**src/rtl/mem_arbiter_if.sv**
```systemverilog
// mem_arbiter_if: block-transfer port between a cache-side requester and a
// physical-memory-side responder.
//   read    : block read request, held until resp
//   write   : block write request, held until resp
//   address : 16-bit byte address; the low nibble selects nothing
//   wdata   : 128-bit write block
//   rdata   : 128-bit read block
//   resp    : one-cycle completion pulse
// modport master: the side that issues requests (a cache, or the arbiter
//                 toward physical memory).
// modport slave : the side that answers them.
interface mem_arbiter_if;
    logic         read;
    logic         write;
    logic [15:0]  address;
    logic [127:0] wdata;
    logic [127:0] rdata;
    logic         resp;

    modport master (
        output read, write, address, wdata,
        input  rdata, resp
    );

    modport slave (
        input  read, write, address, wdata,
        output rdata, resp
    );
endinterface

```
**src/rtl/mem_arbiter.sv**
```systemverilog
// mem_arbiter: shares one physical memory port between the I-cache and the
// D-cache miss ports of the pipelined LC-3b.
//
// Ports:
//   clk      : system clock, all state changes on the rising edge
//   reset    : synchronous, active-high
//   i_port   : I-cache miss port (slave; read only, write/wdata ignored)
//   d_port   : D-cache miss port (slave; read and write-back)
//   mem_port : physical memory port (master); read/write/address/wdata are
//              registered, address is block aligned
//
// Build option MEM_ARB_WB_BUFFER_EN:
//   defined   - one-entry write-back buffer. A dirty eviction is acked at
//               once and drained to memory later (DRAIN), reads of the
//               buffered block are answered from the buffer.
//               IDLE priority: D fwd > D write > D read > I fwd > I read > drain.
//   undefined - write-backs go straight to memory through D_WRITE.
//               IDLE priority: D write > D read > I read.
//
// Cache responses are combinational: a memory resp is passed to the
// requester in the same cycle, and buffer hits are acked in the request cycle.
module mem_arbiter (
    input  logic          clk,
    input  logic          reset,
    mem_arbiter_if.slave  i_port,
    mem_arbiter_if.slave  d_port,
    mem_arbiter_if.master mem_port
);

    typedef enum logic [2:0] {
        IDLE,
        D_READ,
        I_READ,
        DRAIN,
        D_WRITE
    } state_t;

    state_t       state_reg;
    logic         pmem_read_reg;
    logic         pmem_write_reg;
    logic [15:0]  pmem_address_reg;
    logic [127:0] pmem_wdata_reg;

    logic         i_resp;
    logic         d_resp;
    logic [127:0] i_rdata;
    logic [127:0] d_rdata;

    logic [11:0]  i_tag;
    logic [11:0]  d_tag;

    assign i_tag = i_port.address[15:4];
    assign d_tag = d_port.address[15:4];

    // The I-cache never writes and byte offsets never matter.
    logic unused_bits;
    assign unused_bits = ^{i_port.write, i_port.wdata,
                           i_port.address[3:0], d_port.address[3:0]};

`ifdef MEM_ARB_WB_BUFFER_EN
    logic         wb_valid_reg;
    logic [11:0]  wb_tag_reg;
    logic [127:0] wb_data_reg;
    logic         d_fwd;
    logic         i_fwd;

    assign d_fwd = d_port.read && wb_valid_reg && (d_tag == wb_tag_reg);
    assign i_fwd = i_port.read && wb_valid_reg && (i_tag == wb_tag_reg);
`endif

    // Response routing. Outside the forwarding cases both caches just see
    // the memory read bus; only the addressed one gets a resp pulse.
    always_comb begin
        i_resp  = 1'b0;
        d_resp  = 1'b0;
        i_rdata = mem_port.rdata;
        d_rdata = mem_port.rdata;
        case (state_reg)
            IDLE: begin
`ifdef MEM_ARB_WB_BUFFER_EN
                if (d_fwd) begin
                    d_resp  = 1'b1;
                    d_rdata = wb_data_reg;
                end else if (d_port.write && !wb_valid_reg) begin
                    d_resp = 1'b1;
                end else if (!d_port.read && !d_port.write && i_fwd) begin
                    // An I forward only wins when the D side is silent,
                    // so the two resps can never coincide.
                    i_resp  = 1'b1;
                    i_rdata = wb_data_reg;
                end
`endif
            end
            D_READ, D_WRITE: d_resp = mem_port.resp;
            I_READ:          i_resp = mem_port.resp;
            default:         ;
        endcase
    end

    always_ff @(posedge clk) begin
        if (reset) begin
            state_reg        <= IDLE;
            pmem_read_reg    <= 1'b0;
            pmem_write_reg   <= 1'b0;
            pmem_address_reg <= 16'h0000;
            pmem_wdata_reg   <= '0;
`ifdef MEM_ARB_WB_BUFFER_EN
            wb_valid_reg     <= 1'b0;
            wb_tag_reg       <= 12'h000;
            wb_data_reg      <= '0;
`endif
        end else begin
            case (state_reg)
                IDLE: begin
`ifdef MEM_ARB_WB_BUFFER_EN
                    if (d_fwd) begin
                        state_reg <= IDLE;
                    end else if (d_port.write && !wb_valid_reg) begin
                        wb_valid_reg <= 1'b1;
                        wb_tag_reg   <= d_tag;
                        wb_data_reg  <= d_port.wdata;
                    end else if (d_port.write) begin
                        // Buffer occupied: drain it, the new write-back
                        // stays held and is absorbed on return to IDLE.
                        state_reg        <= DRAIN;
                        pmem_write_reg   <= 1'b1;
                        pmem_address_reg <= {wb_tag_reg, 4'b0000};
                        pmem_wdata_reg   <= wb_data_reg;
                    end else if (d_port.read) begin
                        state_reg        <= D_READ;
                        pmem_read_reg    <= 1'b1;
                        pmem_address_reg <= {d_tag, 4'b0000};
                    end else if (i_fwd) begin
                        state_reg <= IDLE;
                    end else if (i_port.read) begin
                        state_reg        <= I_READ;
                        pmem_read_reg    <= 1'b1;
                        pmem_address_reg <= {i_tag, 4'b0000};
                    end else if (wb_valid_reg) begin
                        state_reg        <= DRAIN;
                        pmem_write_reg   <= 1'b1;
                        pmem_address_reg <= {wb_tag_reg, 4'b0000};
                        pmem_wdata_reg   <= wb_data_reg;
                    end
`else
                    if (d_port.write) begin
                        state_reg        <= D_WRITE;
                        pmem_write_reg   <= 1'b1;
                        pmem_address_reg <= {d_tag, 4'b0000};
                        pmem_wdata_reg   <= d_port.wdata;
                    end else if (d_port.read) begin
                        state_reg        <= D_READ;
                        pmem_read_reg    <= 1'b1;
                        pmem_address_reg <= {d_tag, 4'b0000};
                    end else if (i_port.read) begin
                        state_reg        <= I_READ;
                        pmem_read_reg    <= 1'b1;
                        pmem_address_reg <= {i_tag, 4'b0000};
                    end
`endif
                end
                D_READ, I_READ: begin
                    if (mem_port.resp) begin
                        pmem_read_reg <= 1'b0;
                        state_reg     <= IDLE;
                    end
                end
`ifdef MEM_ARB_WB_BUFFER_EN
                DRAIN: begin
                    if (mem_port.resp) begin
                        pmem_write_reg <= 1'b0;
                        wb_valid_reg   <= 1'b0;
                        state_reg      <= IDLE;
                    end
                end
`endif
                D_WRITE: begin
                    if (mem_port.resp) begin
                        pmem_write_reg <= 1'b0;
                        state_reg      <= IDLE;
                    end
                end
                default: state_reg <= IDLE;
            endcase
        end
    end

    assign mem_port.read    = pmem_read_reg;
    assign mem_port.write   = pmem_write_reg;
    assign mem_port.address = pmem_address_reg;
    assign mem_port.wdata   = pmem_wdata_reg;

    assign i_port.resp  = i_resp;
    assign i_port.rdata = i_rdata;
    assign d_port.resp  = d_resp;
    assign d_port.rdata = d_rdata;

endmodule

```
**src/flat_wrapper.sv**
```systemverilog
// flat-port wrapper written by rule: the top's interface ports become plain ports
module mem_arbiter_flat 
  (clk, reset, i_port_read, i_port_write, i_port_address, i_port_wdata, i_port_rdata, i_port_resp, d_port_read, d_port_write, d_port_address, d_port_wdata, d_port_rdata, d_port_resp, mem_port_read, mem_port_write, mem_port_address, mem_port_wdata, mem_port_rdata, mem_port_resp);
  mem_arbiter_if i_port_i ();
  mem_arbiter_if d_port_i ();
  mem_arbiter_if mem_port_i ();
  input  logic clk;
  input  logic reset;
  input wire logic [$bits(i_port_i.read)-1:0] i_port_read;
  input wire logic [$bits(i_port_i.write)-1:0] i_port_write;
  input wire logic [$bits(i_port_i.address)-1:0] i_port_address;
  input wire logic [$bits(i_port_i.wdata)-1:0] i_port_wdata;
  output wire logic [$bits(i_port_i.rdata)-1:0] i_port_rdata;
  output wire logic [$bits(i_port_i.resp)-1:0] i_port_resp;
  input wire logic [$bits(d_port_i.read)-1:0] d_port_read;
  input wire logic [$bits(d_port_i.write)-1:0] d_port_write;
  input wire logic [$bits(d_port_i.address)-1:0] d_port_address;
  input wire logic [$bits(d_port_i.wdata)-1:0] d_port_wdata;
  output wire logic [$bits(d_port_i.rdata)-1:0] d_port_rdata;
  output wire logic [$bits(d_port_i.resp)-1:0] d_port_resp;
  output wire logic [$bits(mem_port_i.read)-1:0] mem_port_read;
  output wire logic [$bits(mem_port_i.write)-1:0] mem_port_write;
  output wire logic [$bits(mem_port_i.address)-1:0] mem_port_address;
  output wire logic [$bits(mem_port_i.wdata)-1:0] mem_port_wdata;
  input wire logic [$bits(mem_port_i.rdata)-1:0] mem_port_rdata;
  input wire logic [$bits(mem_port_i.resp)-1:0] mem_port_resp;
  assign i_port_i.read = i_port_read;
  assign i_port_i.write = i_port_write;
  assign i_port_i.address = i_port_address;
  assign i_port_i.wdata = i_port_wdata;
  assign i_port_rdata = i_port_i.rdata;
  assign i_port_resp = i_port_i.resp;
  assign d_port_i.read = d_port_read;
  assign d_port_i.write = d_port_write;
  assign d_port_i.address = d_port_address;
  assign d_port_i.wdata = d_port_wdata;
  assign d_port_rdata = d_port_i.rdata;
  assign d_port_resp = d_port_i.resp;
  assign mem_port_read = mem_port_i.read;
  assign mem_port_write = mem_port_i.write;
  assign mem_port_address = mem_port_i.address;
  assign mem_port_wdata = mem_port_i.wdata;
  assign mem_port_i.rdata = mem_port_rdata;
  assign mem_port_i.resp = mem_port_resp;
  mem_arbiter u_core (.clk(clk), .reset(reset), .i_port(i_port_i), .d_port(d_port_i), .mem_port(mem_port_i));
endmodule
```
**config.mk**
```make
export PLATFORM = sky130hd
export DESIGN_NAME = mem_arbiter_flat
export DESIGN_NICKNAME = d
export VERILOG_FILES = /design/src/rtl/mem_arbiter_if.sv /design/src/rtl/mem_arbiter.sv /design/src/flat_wrapper.sv
export SDC_FILE = /design/constraint.sdc
export NUM_CORES = 1
export LEC_CHECK = 0
export ABC_AREA = 1
export ABC_CLOCK_PERIOD_IN_PS = 1590
export CAP_MARGIN = 40
export CORE_AREA = 2 2 317 319
export DETAILED_ROUTE_END_ITERATION = 7
export DIE_AREA = 0 0 319 321
export PLACE_DENSITY = 0.33
export SLEW_MARGIN = 40
export SYNTH_ARGS = -nofsm -noshare
export SYNTH_HDL_FRONTEND = slang
export SYNTH_SLANG_ARGS = --single-unit
```
**constraint.sdc**
```tcl
create_clock -name clk -period 1.59 [get_ports clk]
set_input_delay 0.318 -clock clk [delete_from_list [all_inputs] [get_ports clk]]
set_output_delay 0.318 -clock clk [all_outputs]
set_load 0.02 [all_outputs]
```
==> impl_metrics.toml <==
[die]
initial_core_util_pct = 7.57
die_area_um2 = 102000
rows = 116
io_pins = 827
fp.coreArea_um2 = 99300
die_h_um = 321
die_x_um = 319

[min_path]
min_path_type = "input pin to flop"
holdPathStages = 2
worstHoldStart = "reset"
whs_endpoint = "u_core.state_reg[0]"

[cts]
h-tree-depth = 4
cts.sinks = 145
clk_latency_ns = 0.48
postCtsSetupBuffers = 0
clockRootBuffer = "clkbuf_16"
cts_made_buffers = 17
cts_tree = "built"
path_clk_slew_ns = 0.06
cts_buffer_depth = 2

[pwr]
combinationalPowerShare_pct = 27.1
powerDensity_nw_per_um2 = 1070
ir_drop_v = 0.000699
swShare_pct = 33.4
p_leak_nw = 4.07
seq_power_share_pct = 36.5
switching_power_mw = 3.83
p_int_mw = 7.63
power.share.clock_pct = 36.4

[critical_path]
cp.required_ns = 1.27
slowest_stage = "dfxtp_2"
path_cells = "inv_2 -> nand3_2 -> a21oi_2 -> buf_4"
r2r-end = "u_core.mem_port.wdata[31]"
crit_buf_inv = 2
cpPeakStageDelay_ns = 0.35
cp-end-kind = "primary output"
setup.worst_path.start_class = "flop"
critPathKind = "flop to primary output"
reg2reg_from = "u_core.state_reg[1]"
crit_family = "flip-flops"
reg2reg_slack_ns = 0.10
critPathArrivalTime_ns = 1.34
crit_fanout = 4
r2r_cells = 6

[timing]
setup_viol = 1
slew_viol_final = 0
fin_worst_skew_ns = 0.0155
rsz0062_at_grt = "yes"
fin_crit_ns = 1.66
setup_tns_ns = -0.0710
timing.final.crit_share_pct = 104
setup_slack_ns = -0.0710
fmax_mhz = 602
hold_violations = 0

[logic_synthesis]
yosysTopAreaCell = "dfxtp_1"
synth.avg_cell_area_um2 = 7.96
yosys-top-cells-count = "buf_4, nand2_1, dfxtp_1, nand3_1, a21oi_1"
synth.top_cell.area_share_pct = 38.6
synth-edff-count = 0
synth_top_cells_by_area = "dfxtp_1, buf_4, nand3_1, a21oi_1, nand2_1"
yosys_register_bits = 145
synth_cells = 944
netlist_area_um2 = 7510
synth_flop_cell = "dfxtp_1"
ys_warn_count = 0
synthArstFlopShare_pct = 0
yosysMostFrequentCell = "buf_4"
ys_seq_area_share_pct = 38.6
synth.distinct_cells = 20

[global_route]
grt_use_total_pct = 7.67
grt_pass1_vias = 6568
grt_pass1_wl_um = 54300
overflow = 0
antenna_found_initial = 8
grt_max_degree = 63

[final_layout]
layout.cells.non_filler = 2287
largest_reg_flops = 128
diodes = 0
final_util_pct = 10.8
nets = 1401
syn_to_final_growth_pct = 42.5
drive_above_1_share_pct = 11.8

[place]
dp.final_hpwl_um = 31600
dp.cells = 2256
pre_cts_ws_ns = -0.442
gp_congestion = 0.745
io_buffers = 301

[run]
cap_violations = 0

[drt]
ant_nets = 0
drt_iter0_drc = 228
drc = 0
vias = 6278
dr.pass1.iters = 4
vias_per_cell = 2.75
routed_wl_um = 40200
detail_route.wl_per_cell_um = 17.6

[outcome]
violations = "setup timing"
status = "finished with violations"
worst max-delay path by stage:
stage	from	to	cells past startpoint	slack [ns]
2_1_floorplan	u_core.state_reg[0]	d_port_resp	3	0.30
3_3_place_gp	mem_port_resp	d_port_resp	4	-0.40
3_5_place_dp	mem_port_resp	d_port_resp	4	-0.44
4_1_cts	u_core.state_reg[1]	d_port_resp	4	-0.19
5_1_grt	u_core.state_reg[1]	d_port_resp	4	-0.15
6_report	u_core.state_reg[1]	d_port_resp	4	-0.07
layout by cell type (no fill, tap or decap), drive strengths merged:
cell type | synthesis | routed
clkinv | 1 | 4
o21ai | 1 | 1
nand4 | 3 | 3
clkinvlp | 0 | 3
nand3b | 1 | 1
conb | 1 | 4
o211a | 12 | 12
clkdlybuf4s15 | 0 | 25
clkdlybuf4s50 | 0 | 155
nand3 | 147 | 147
nor2 | 6 | 6
bufinv | 0 | 2
nand2 | 162 | 162
dlygate4sd2 | 0 | 107
inv | 9 | 10
dfxtp | 145 | 145
clkbuf | 30 | 28
buf | 292 | 40
a21oi | 134 | 134
metrics by stage:
stage / total power, mW / area [um2] / hold WS [ns]
after floorplan: 6.79 / 7520 / 0.461
after global placement: 7.56 / 10200 / 0.452
after detailed placement: 7.56 / 10200 / 0.455
after CTS: 11.7 / 10700 / 0.0916
after global routing: 12.2 / 10700 / 0.129
final: 11.5 / 10700 / 0.158
layer usage:
| metal | up-vias | global-route usage (%) | routed length (um) |
|---|---|---|---|
| li1 | 2904 | - | - |
| met1 | 2829 | 8.44 | 15700 |
| met2 | 395 | 11.0 | 16800 |
| met3 | 146 | 4.53 | 5230 |
| met4 | 4 | 5.20 | 2430 |
| met5 | - | 0 | 26 |
logic make-up (layout without fill, tap and decap cells):
| family | count (synthesis) | in the layout | synth area share (%) |
|---|---|---|---|
| simple gates | 319 | 319 | 19.6 |
| buf+inv | 332 | 374 | 31.1 |
| compound gates | 147 | 147 | 10.6 |
| flops | 145 | 145 | 38.6 |
| other cells | 1 | 4 | 0.0499 |
cell type report:
| type | count | area, um2 |
|---|---|---|
| Fill cell | 11540 | 88600 |
| Timing Repair Buffer | 334 | 3240 |
| Multi-Input combinational cell | 470 | 2310 |
| Inverter | 10 | 45.0 |
| Sequential cell | 145 | 2910 |
| Clock inverter | 9 | 110 |
| Clock buffer | 21 | 460 |
| Tap cell | 1298 | 1620 |
repair_timing:
item | CTS | global route
hold buffers | 0 | 0
setup endpoints to repair | 141 | 27
cloned | 0 | 1
pin swaps | 2 | 3
resized for setup | 198 | 22
power groups by stage:
stage                     logic, mW  registers [mW]  clock network, mW
after floorplan                2.11            4.67                  0
after global placement         3.30            4.26                  0
after detailed placement       3.29            4.27                  0
after CTS                      3.09            4.19               4.45
after global routing           3.39            4.23               4.54
final                          3.11            4.18               4.17
(Power assumes the default switching activity.)
